<file path="config.mk">
export PLATFORM = sky130hd
export DESIGN_NAME = d_vc_swap_ctrl
export DESIGN_NICKNAME = d
export VERILOG_FILES = /design/src/rtl/cache_def.sv /design/src/rtl/d_vc_sat_counter.sv /design/src/rtl/d_vc_swap_ctrl.sv
export SDC_FILE = /design/constraint.sdc
export NUM_CORES = 1
export LEC_CHECK = 0
export ABC_AREA = 1
export CORE_AREA = 2 2 341 343
export DETAILED_ROUTE_END_ITERATION = 12
export DIE_AREA = 0 0 343 345
export SYNTH_ARGS = -nofsm -noshare
export SYNTH_HDL_FRONTEND = slang
export SYNTH_SLANG_ARGS = --single-unit
</file>
<file path="constraint.sdc">
create_clock -name clk_i -period 1.9 [get_ports clk_i]
set_input_delay 0.38 -clock clk_i [delete_from_list [all_inputs] [get_ports clk_i]]
set_output_delay 0.38 -clock clk_i [all_outputs]
set_load 0.01 [all_outputs]
</file>
<file path="src/rtl/cache_def.sv">
// Shared L1/victim-cache definitions: default geometry, the evict transfer
// to the victim cache, the swap-controller states and the VC probe result.
package cache_def;

  localparam int CACHE_ADDR_W = 32;
  localparam int CACHE_LINE_W = 128;

  typedef struct packed {
    logic                    valid;
    logic                    dirty;
    logic [CACHE_ADDR_W-1:0] addr;
    logic [CACHE_LINE_W-1:0] data;
  } evict_data_type;

  typedef enum logic [2:0] {
    IDLE,
    PROBE,
    FILL,
    EVICT,
    RESP
  } vc_swap_state_e;

  typedef struct packed {
    logic                    valid;
    logic                    hit;
    logic                    dirty;
    logic [CACHE_LINE_W-1:0] data;
  } vc_probe_res_type;

endpackage

</file>
<file path="src/rtl/d_vc_sat_counter.sv">
// Event counter that sticks at all-ones instead of wrapping.
module d_vc_sat_counter #(
  parameter int CNT_W = 32
) (
  input  logic             clk_i,
  input  logic             rst_ni,
  input  logic             inc_i,
  output logic [CNT_W-1:0] cnt_o
);

  logic [CNT_W-1:0] cnt_q;

  always_ff @(posedge clk_i or negedge rst_ni) begin
    if (!rst_ni) begin
      cnt_q <= '0;
    end else if (inc_i && (cnt_q != '1)) begin
      cnt_q <= cnt_q + CNT_W'(1);
    end
  end

  assign cnt_o = cnt_q;

endmodule

</file>
<file path="src/rtl/d_vc_swap_ctrl.sv">
// L1 D-cache miss handler for the victim cache: probe the VC, swap on a hit or
// fill from memory on a miss, push the L1 victim into the VC, answer the L1.
module d_vc_swap_ctrl
  import cache_def::*;
#(
  parameter int ADDR_W = CACHE_ADDR_W,
  parameter int LINE_W = CACHE_LINE_W,
  parameter int OFFS_W = 4
) (
  input  logic              clk_i,
  input  logic              rst_ni,
  input  logic              miss_valid_i,
  output logic              miss_ready_o,
  input  logic [ADDR_W-1:0] miss_addr_i,
  input  logic              vict_valid_i,
  input  logic              vict_dirty_i,
  input  logic [ADDR_W-1:0] vict_addr_i,
  input  logic [LINE_W-1:0] vict_data_i,
  output logic              vc_req_valid_o,
  output logic [ADDR_W-1:0] vc_req_addr_o,
  input  logic              vc_res_valid_i,
  input  logic              vc_hit_i,
  input  logic              vc_res_dirty_i,
  input  logic [LINE_W-1:0] vc_res_data_i,
  output evict_data_type    evict_o,
  input  logic              evict_ready_i,
  output logic              mem_req_valid_o,
  output logic [ADDR_W-1:0] mem_req_addr_o,
  input  logic              mem_ready_i,
  input  logic [LINE_W-1:0] mem_data_i,
  output logic              res_valid_o,
  output logic [LINE_W-1:0] res_data_o,
  output logic              res_dirty_o,
  output logic              res_from_vc_o,
  output logic [31:0]       probe_cnt_o,
  output logic [31:0]       vc_hit_cnt_o
);

  vc_swap_state_e   state_q, state_d;
  vc_probe_res_type probe_res;

  logic              accept;
  logic [ADDR_W-1:0] miss_line_q;
  logic              vict_dirty_q;
  logic [ADDR_W-1:0] vict_addr_q;
  logic [LINE_W-1:0] vict_data_q;
  logic              evict_en_q;
  logic [LINE_W-1:0] res_data_q;
  logic              res_dirty_q;
  logic              res_from_vc_q;
  logic              unused_offs;

  assign probe_res   = '{valid: vc_res_valid_i, hit: vc_hit_i,
                         dirty: vc_res_dirty_i, data: vc_res_data_i};
  assign accept      = (state_q == IDLE) && miss_valid_i;
  assign unused_offs = ^miss_addr_i[OFFS_W-1:0];

  always_ff @(posedge clk_i or negedge rst_ni) begin
    if (!rst_ni) begin
      state_q <= IDLE;
    end else begin
      state_q <= state_d;
    end
  end

  always_comb begin
    state_d = state_q;
    case (state_q)
      IDLE:    if (miss_valid_i) state_d = PROBE;
      PROBE:   if (probe_res.valid) state_d = probe_res.hit ? EVICT : FILL;
      FILL:    if (mem_ready_i) state_d = EVICT;
      EVICT:   if (!evict_en_q || evict_ready_i) state_d = RESP;
      RESP:    state_d = IDLE;
      default: state_d = IDLE;
    endcase
  end

  // All valids decode from the state register alone, so no input reaches them.
  always_comb begin
    miss_ready_o    = (state_q == IDLE);
    vc_req_valid_o  = (state_q == PROBE);
    mem_req_valid_o = (state_q == FILL);
    res_valid_o     = (state_q == RESP);
    evict_o         = '{valid: (state_q == EVICT) && evict_en_q, dirty: vict_dirty_q,
                        addr: vict_addr_q, data: vict_data_q};
  end

  // Eviction is skipped when there is no victim or when the victim aliases the
  // missing line, which would otherwise plant a stale copy in the VC.
  always_ff @(posedge clk_i or negedge rst_ni) begin
    if (!rst_ni) begin
      miss_line_q   <= '0;
      vict_dirty_q  <= 1'b0;
      vict_addr_q   <= '0;
      vict_data_q   <= '0;
      evict_en_q    <= 1'b0;
      res_data_q    <= '0;
      res_dirty_q   <= 1'b0;
      res_from_vc_q <= 1'b0;
    end else begin
      if (accept) begin
        miss_line_q  <= {miss_addr_i[ADDR_W-1:OFFS_W], {OFFS_W{1'b0}}};
        vict_dirty_q <= vict_dirty_i;
        vict_addr_q  <= vict_addr_i;
        vict_data_q  <= vict_data_i;
        evict_en_q   <= vict_valid_i &&
                        (vict_addr_i[ADDR_W-1:OFFS_W] != miss_addr_i[ADDR_W-1:OFFS_W]);
      end
      if ((state_q == PROBE) && probe_res.valid) begin
        res_data_q    <= probe_res.data;
        res_dirty_q   <= probe_res.dirty;
        res_from_vc_q <= probe_res.hit;
      end
      if ((state_q == FILL) && mem_ready_i) begin
        res_data_q    <= mem_data_i;
        res_dirty_q   <= 1'b0;
        res_from_vc_q <= 1'b0;
      end
    end
  end

  assign vc_req_addr_o  = miss_line_q;
  assign mem_req_addr_o = miss_line_q;
  assign res_data_o     = res_data_q;
  assign res_dirty_o    = res_dirty_q;
  assign res_from_vc_o  = res_from_vc_q;

  d_vc_sat_counter #(.CNT_W(32)) u_probe_cnt (
    .clk_i  (clk_i),
    .rst_ni (rst_ni),
    .inc_i  (accept),
    .cnt_o  (probe_cnt_o)
  );

  d_vc_sat_counter #(.CNT_W(32)) u_hit_cnt (
    .clk_i  (clk_i),
    .rst_ni (rst_ni),
    .inc_i  ((state_q == PROBE) && probe_res.valid && probe_res.hit),
    .cnt_o  (vc_hit_cnt_o)
  );

endmodule

</file>
---- Word level (Yosys, flattened, before mapping) ----
Index checks and enable logic that the tools add are counted.
cells by class
  $add $sub $neg .......................... 2
  multiply operators ...................... 0
  divide/modulo/power cells ............... 0
  order comparisons ....................... 0
  equal/unequal tests ..................... 11
  shift-type cells ........................ 0
  muxes and demuxes ....................... 12
  bitwise operators ....................... 0
  reduce and logical (&&, ||, !) cells .... 13
operators with widths
  cell                   count
  $mux 128               2
  $add 32x1->32 const B  2
  $ne 32x32->1 const B   2
  $ne 28x28->1           1
  $mux 3                 4
  $pmux 3 s4             1
  $logic_and 1x1->1      8
  $eq 3x2->1 const B     2
  $mux 1                 5
  $ne 2x1->1 const B     2
  $ne 2x2->1 const B     2
  $reduce_and 4->1       1
  $eq 3x1->1 const B     1
  $eq 3x3->1 const B     1
  $logic_not 3->1        1
  $reduce_bool 2->1      1
  $logic_not 1->1        1
  $logic_or 1x1->1       1
storage, ports and cells
  register bits ........................... 387
  bits in latches ......................... 0
  memory bits (writable) .................. 0
  memory bits (read-only) ................. 0
  input port bits ......................... 458
  output and inout port bits .............. 424
  word-level logic and storage cells ...... 49
  memories ................................ 0

---- Depth between registers and ports, before layout ----
  depth after elaboration ................. 4
  mapped depth ............................ 11
  gate-level depth less buffers ........... 10

---- Modules after synthesis ----
Synthesis repeated with hierarchy kept, for this count alone.
second synthesis, totals
  cells, all modules ...................... 2349
  area total of the unflattened synthesis .. 18416.4 um2
modules (own cells, without submodules)
  module            times used  cells each  area each (um2)  seq. area each (um2)
  d_vc_swap_ctrl    1           1683        14034.7          8082.8
  d_vc_sat_counter  2           333         2190.9           800.8

---- Worst setup path before layout ----
No wires, ideal clock.
  path kind ............................... flip-flop to flip-flop
  start ................................... register u_hit_cnt.cnt_q[1] (netlist: u_hit_cnt.cnt_o[1])
  end ..................................... register u_hit_cnt.cnt_q[11] (netlist: u_hit_cnt.cnt_o[11])
  setup time .............................. 116 ps
  data arrival time ....................... 1627 ps
  data required time ...................... 1784 ps
  slack ................................... 157 ps
  stages on the path, launching flop included .. 12
  buffers on the path ..................... 1
  clock period less this slack ............ 1743 ps
  cells stage by stage .................... dfrtp_1 ha_1 inv_2 nor2_4 nand2_2 nor2_4 nand3_4 nand2_4 inv_4 buf_6 nand2_1 nand2_1
on the way
  longest elaborated chain between the ends .. 2
  elaborated cells on any way between the ends .. 3
  classes of those cells .................. add/sub (1); eq/ne (1); reduce/logical (1)
ends and longest elaborated chain
  what                                                   line                    RTL
  start: declaration                                     d_vc_sat_counter.sv:11  logic [CNT_W-1:0] cnt_q;
  start signal: assignment                               d_vc_sat_counter.sv:17  cnt_q <= cnt_q + CNT_W'(1);
  branches (longest 2 deep; another with $add 32x1->32)  -
Parallel ways; which one is timed is not known.
A chain may end at the register's enable or synchronous reset.

---- Final worst setup path ----
  start ................................... register state_q[1]
  end ..................................... register u_probe_cnt.cnt_q[21] (netlist: u_probe_cnt.cnt_o[21])
on the way
  longest elaborated chain between the ends .. 3
ends and longest elaborated chain
  what                      line                    RTL
  start: declaration        d_vc_swap_ctrl.sv:39    vc_swap_state_e state_q, state_d;
  start signal: assignment  d_vc_swap_ctrl.sv:62    state_q <= state_d;
  $logic_not 3->1           d_vc_swap_ctrl.sv:55    assign accept = (state_q == IDLE) && miss_valid_i;
  $logic_and 1x1->1         d_vc_swap_ctrl.sv:55
  $logic_and 1x1->1         d_vc_sat_counter.sv:16  end else if (inc_i && (cnt_q != '1)) begin
  end signal: assignment    d_vc_sat_counter.sv:17
  end: declaration          d_vc_sat_counter.sv:11
Every way passes these cells.

==> results.cfg <==
[critical_path]
required_ns = 2.38
crit_path_frequent_cell = buf_6
crit_type = reg -> reg
crit_chain = buf_4 > buf_6 > nor2_4 > nand2_4 > buf_6 > nor2_4 > buf_12 > inv_12 > a21oi_4 > buf_6 > o21ai_0
cpPeakStageDelay_ns = 0.40
cp-start-kind = flop
worstSetupPathDepth = 11
worst-path-buf-inv = 6
slowest_stage = dfrtp_1
crit_fanout = 16
ff2ff_path_depth = 11
cp_top_family = buffers and inverters
arrival_ns = 2.49
cp-end-kind = flop

[cts]
path_clk_slew_ns = 0.07
root_buffer = clkbuf_16
cts_tree = built
worstSkewPairLatency_ns = 0.63
cts_sinks = 387
clockBufferDepth = 3
cts-buffers-inserted = 48
cts_max_level = 2

[sta]
period_minus_slack_ns = 2.01
setup_viol = 90
worst_slew_pin_slew_ns = 0.538
drv_slew = 0
grt_setup_unrepaired = yes
setup_ws_ns = -0.107
hold_viol_final = 0
max_freq_mhz = 498
slew_headroom_pct = 64.2
skew_ns = 0.0294
setup_tns_ns = -2.95
final.period_utilization_pct = 106

[logic_synthesis]
synth_top_area_share_pct = 53.5
synth_edf_count = 0
seq_area_frac_synth_pct = 53.5
synth_warnings = 0
synth_area_um2 = 18100
synthCells = 2295
avgSynthCellArea_um2 = 7.88
synth_top_cell_by_area = dfrtp_1
netlist-cell-type-count = 35
synth-seq-cells = 387
netlist_top_cells_area = dfrtp_1 (54%), nand2_1 (22%), nor2_1 (4.9%), o21ai_0 (4.6%), o21ai_1 (3.5%)
synth_async_sr_flop_share_pct = 100
synth_ff_type = dfrtp_1

[layout]
area_growth_pct = 78.8
drive_above_1_share_pct = 13.5
design_area_um2 = 32300
fin_util_pct = 28.1
layout.nets = 3779

[global_route]
grt_util_all_layers_pct = 14.2
use_met3_pct = 4.74
grt_max_degree = 89
grt_pass1_vias = 18400
grt_overflow = 0
antenna_found_initial = 43
grtUsageMet2_pct = 24.1
grt_pass1_wl_mm = 124
grt-busiest-layer = met2
grt_use_met1_pct = 16.3

[floorplan]
die_h_um = 345
start_util_pct = 15.7
row_count = 125
pin_count = 882
die_w_um = 343
die-area_um2 = 118000
design.core.area_um2 = 115000

[min_path]
min_path_type = in -> reg
holdPathStages = 3

[placement]
portBuffers = 869
globalplace.congestion = 0.913
hpwlAfterDp_mm = 70.5
place_area_um2 = 29300

[drt]
wl_mm = 95.4
drt_iter0_markers = 1321
wl_per_cell_um = 19.5
route.detailed.drc = 0
antenna_left = 0
viasPerCell = 3.95
vias = 19300
firstDrtPassIters = 5

[pwr]
power.internal_mw = 26.9
swShare_pct = 39.4
p_per_area_nw_per_um2 = 1370
power_switching_mw = 17.5
comb_power_share_pct = 48.1
pwr-share-seq_pct = 31.4
power_frac_clock_pct = 20.5
power.leakage_nw = 15.6
peakVddDrop_v = 0.000745
power_mw = 44.4

[run_status]
status = finished, violations left
violations = negative setup slack

[flow_run]
timing.max_cap.violations = 0
==> power groups by stage <==
stage / clock network (mW) / registers (mW) / logic [mW]
floorplan: 0 / 15.1 / 6.66
global placement: 0 / 14.0 / 19.9
detailed placement: 0 / 14.1 / 20.0
CTS: 9.39 / 13.8 / 17.9
global route: 9.72 / 14.3 / 23.2
finish: 9.09 / 13.9 / 21.4
==> final cells by class <==
cell class	count	area, um^2
Clock inverter	14	119
Timing Repair Buffer	1110	11200
Timing Repair inverter	2	27.5
Multi-Input combinational cell	1706	7650
Clock buffer	70	1400
Antenna cell	12	30.0
Tap cell	1524	1910
Inverter	64	299
Fill cell	12400	82800
Sequential cell	387	9720
==> worst register-to-register path: cells and delay by family (launching register included) <==
kind                   cells  cell delay (ns)
AOI/OAI and AO/OA          2             0.32
buffers and inverters      6             0.84
DFF                        1             0.40
and+or+nand+nor            3             0.32
==> layer usage <==
layer,part of all wire (%),routed length (um)
met5,0.096,92
met4,3.7,3490
met3,9.0,8600
met2,48,45900
met1,39,37300
==> logic make-up after synthesis <==
logic type	count (synthesis)	synth area share, %
compound gates	294	8.19
xor+xnor	49	2.37
fa+ha+maj	2	0.138
buf+inv	209	6.29
flops	387	53.5
other cells	1	0.0207
simple gates	1353	29.4
==> flip-flops by register name, indices dropped and copies added, names as in the netlist, 3 cells and up <==
register and flops:
vict_data_q 128, state_q 3, vict_addr_q 32, u_probe_cnt.cnt_o 32, mem_req_addr_o 28, u_hit_cnt.cnt_o 32
res_data_o 128
==> path summary, 6_finish.rpt <==
path | slack (ns) | startpoint | end
hold reg to reg | 0.46 | vict_data_q[38] | vict_data_q[38]
setup reg to reg | -0.11 | state_q[1] | u_probe_cnt.cnt_o[21]
min in group asynchronous | 0.39 | rst_ni | res_data_o[104]
setup / recovery | -0.11 | state_q[1] | u_probe_cnt.cnt_o[21]
hold / removal | 0.29 | vict_dirty_i | vict_dirty_q
max in group asynchronous | 0.84 | rst_ni | u_hit_cnt.cnt_o[4]
==> synthesized netlist by cell type, types with 2 or more instances <==
cell         n
buf_2       56
buf_4       52
buf_6        4
clkbuf_1    19
clkbuf_4    12
dfrtp_1    387
ha_1         2
inv_1       58
inv_2        5
nand2_1   1043
nand2_2      6
nand2_4      3
nand3_1     16
nand3b_1    22
nand4_1     10
nor2_1     238
nor2_2       2
nor2_4       3
nor3_1       5
o21ai_0    165
o21ai_1    126
xnor2_1     31
xor2_1      18
==> metrics by stage <==
step / hold slack [ns] / instances / setup WS (ns)
2_1_floorplan: 0.0844 / 2302 / 0.157
3_3_place_gp: 0.395 / 4706 / -0.203
3_5_place_dp: 0.398 / 4706 / -0.129
4_1_cts: 0.226 / 4812 / -0.210
5_1_grt: 0.264 / 4889 / -0.198
6_report: 0.293 / 4889 / -0.107
==> cells in the final DEF, fill, tap and decap left out, types with 4 or more instances in the layout <==
cell	count
nand2_1	1006
clkdlybuf4s50_1	452
dlygate4sd2_1	394
dfrtp_1	362
nor2_1	233
o21ai_1	151
buf_4	142
o21ai_0	111
clkbuf_16	78
inv_1	56
nand2_2	33
xnor2_1	31
o21ai_2	27
buf_6	26
buf_12	26
dfrtp_2	25
nand3b_1	22
xor2_1	18
nand3_1	15
buf_8	15
diode_2	12
clkbuf_8	12
nand4_1	10
clkbuf_1	10
nand2_4	9
nor2_4	8
conb_1	8
clkinv_2	8
clkdlybuf4s15_1	8
buf_16	7
nand2_8	4
nor3_1	4
==> what timing repair did <==
action	in CTS	in global routing
buffers inserted	23	21
hold buffers	1	0
pin swaps	4	61
endpoints found under the hold margin	13	0
resized for setup	474	229
endpoints found under the setup margin	414	193
gates cloned	0	44
Note: power is estimated with default switching activity, not from simulation.
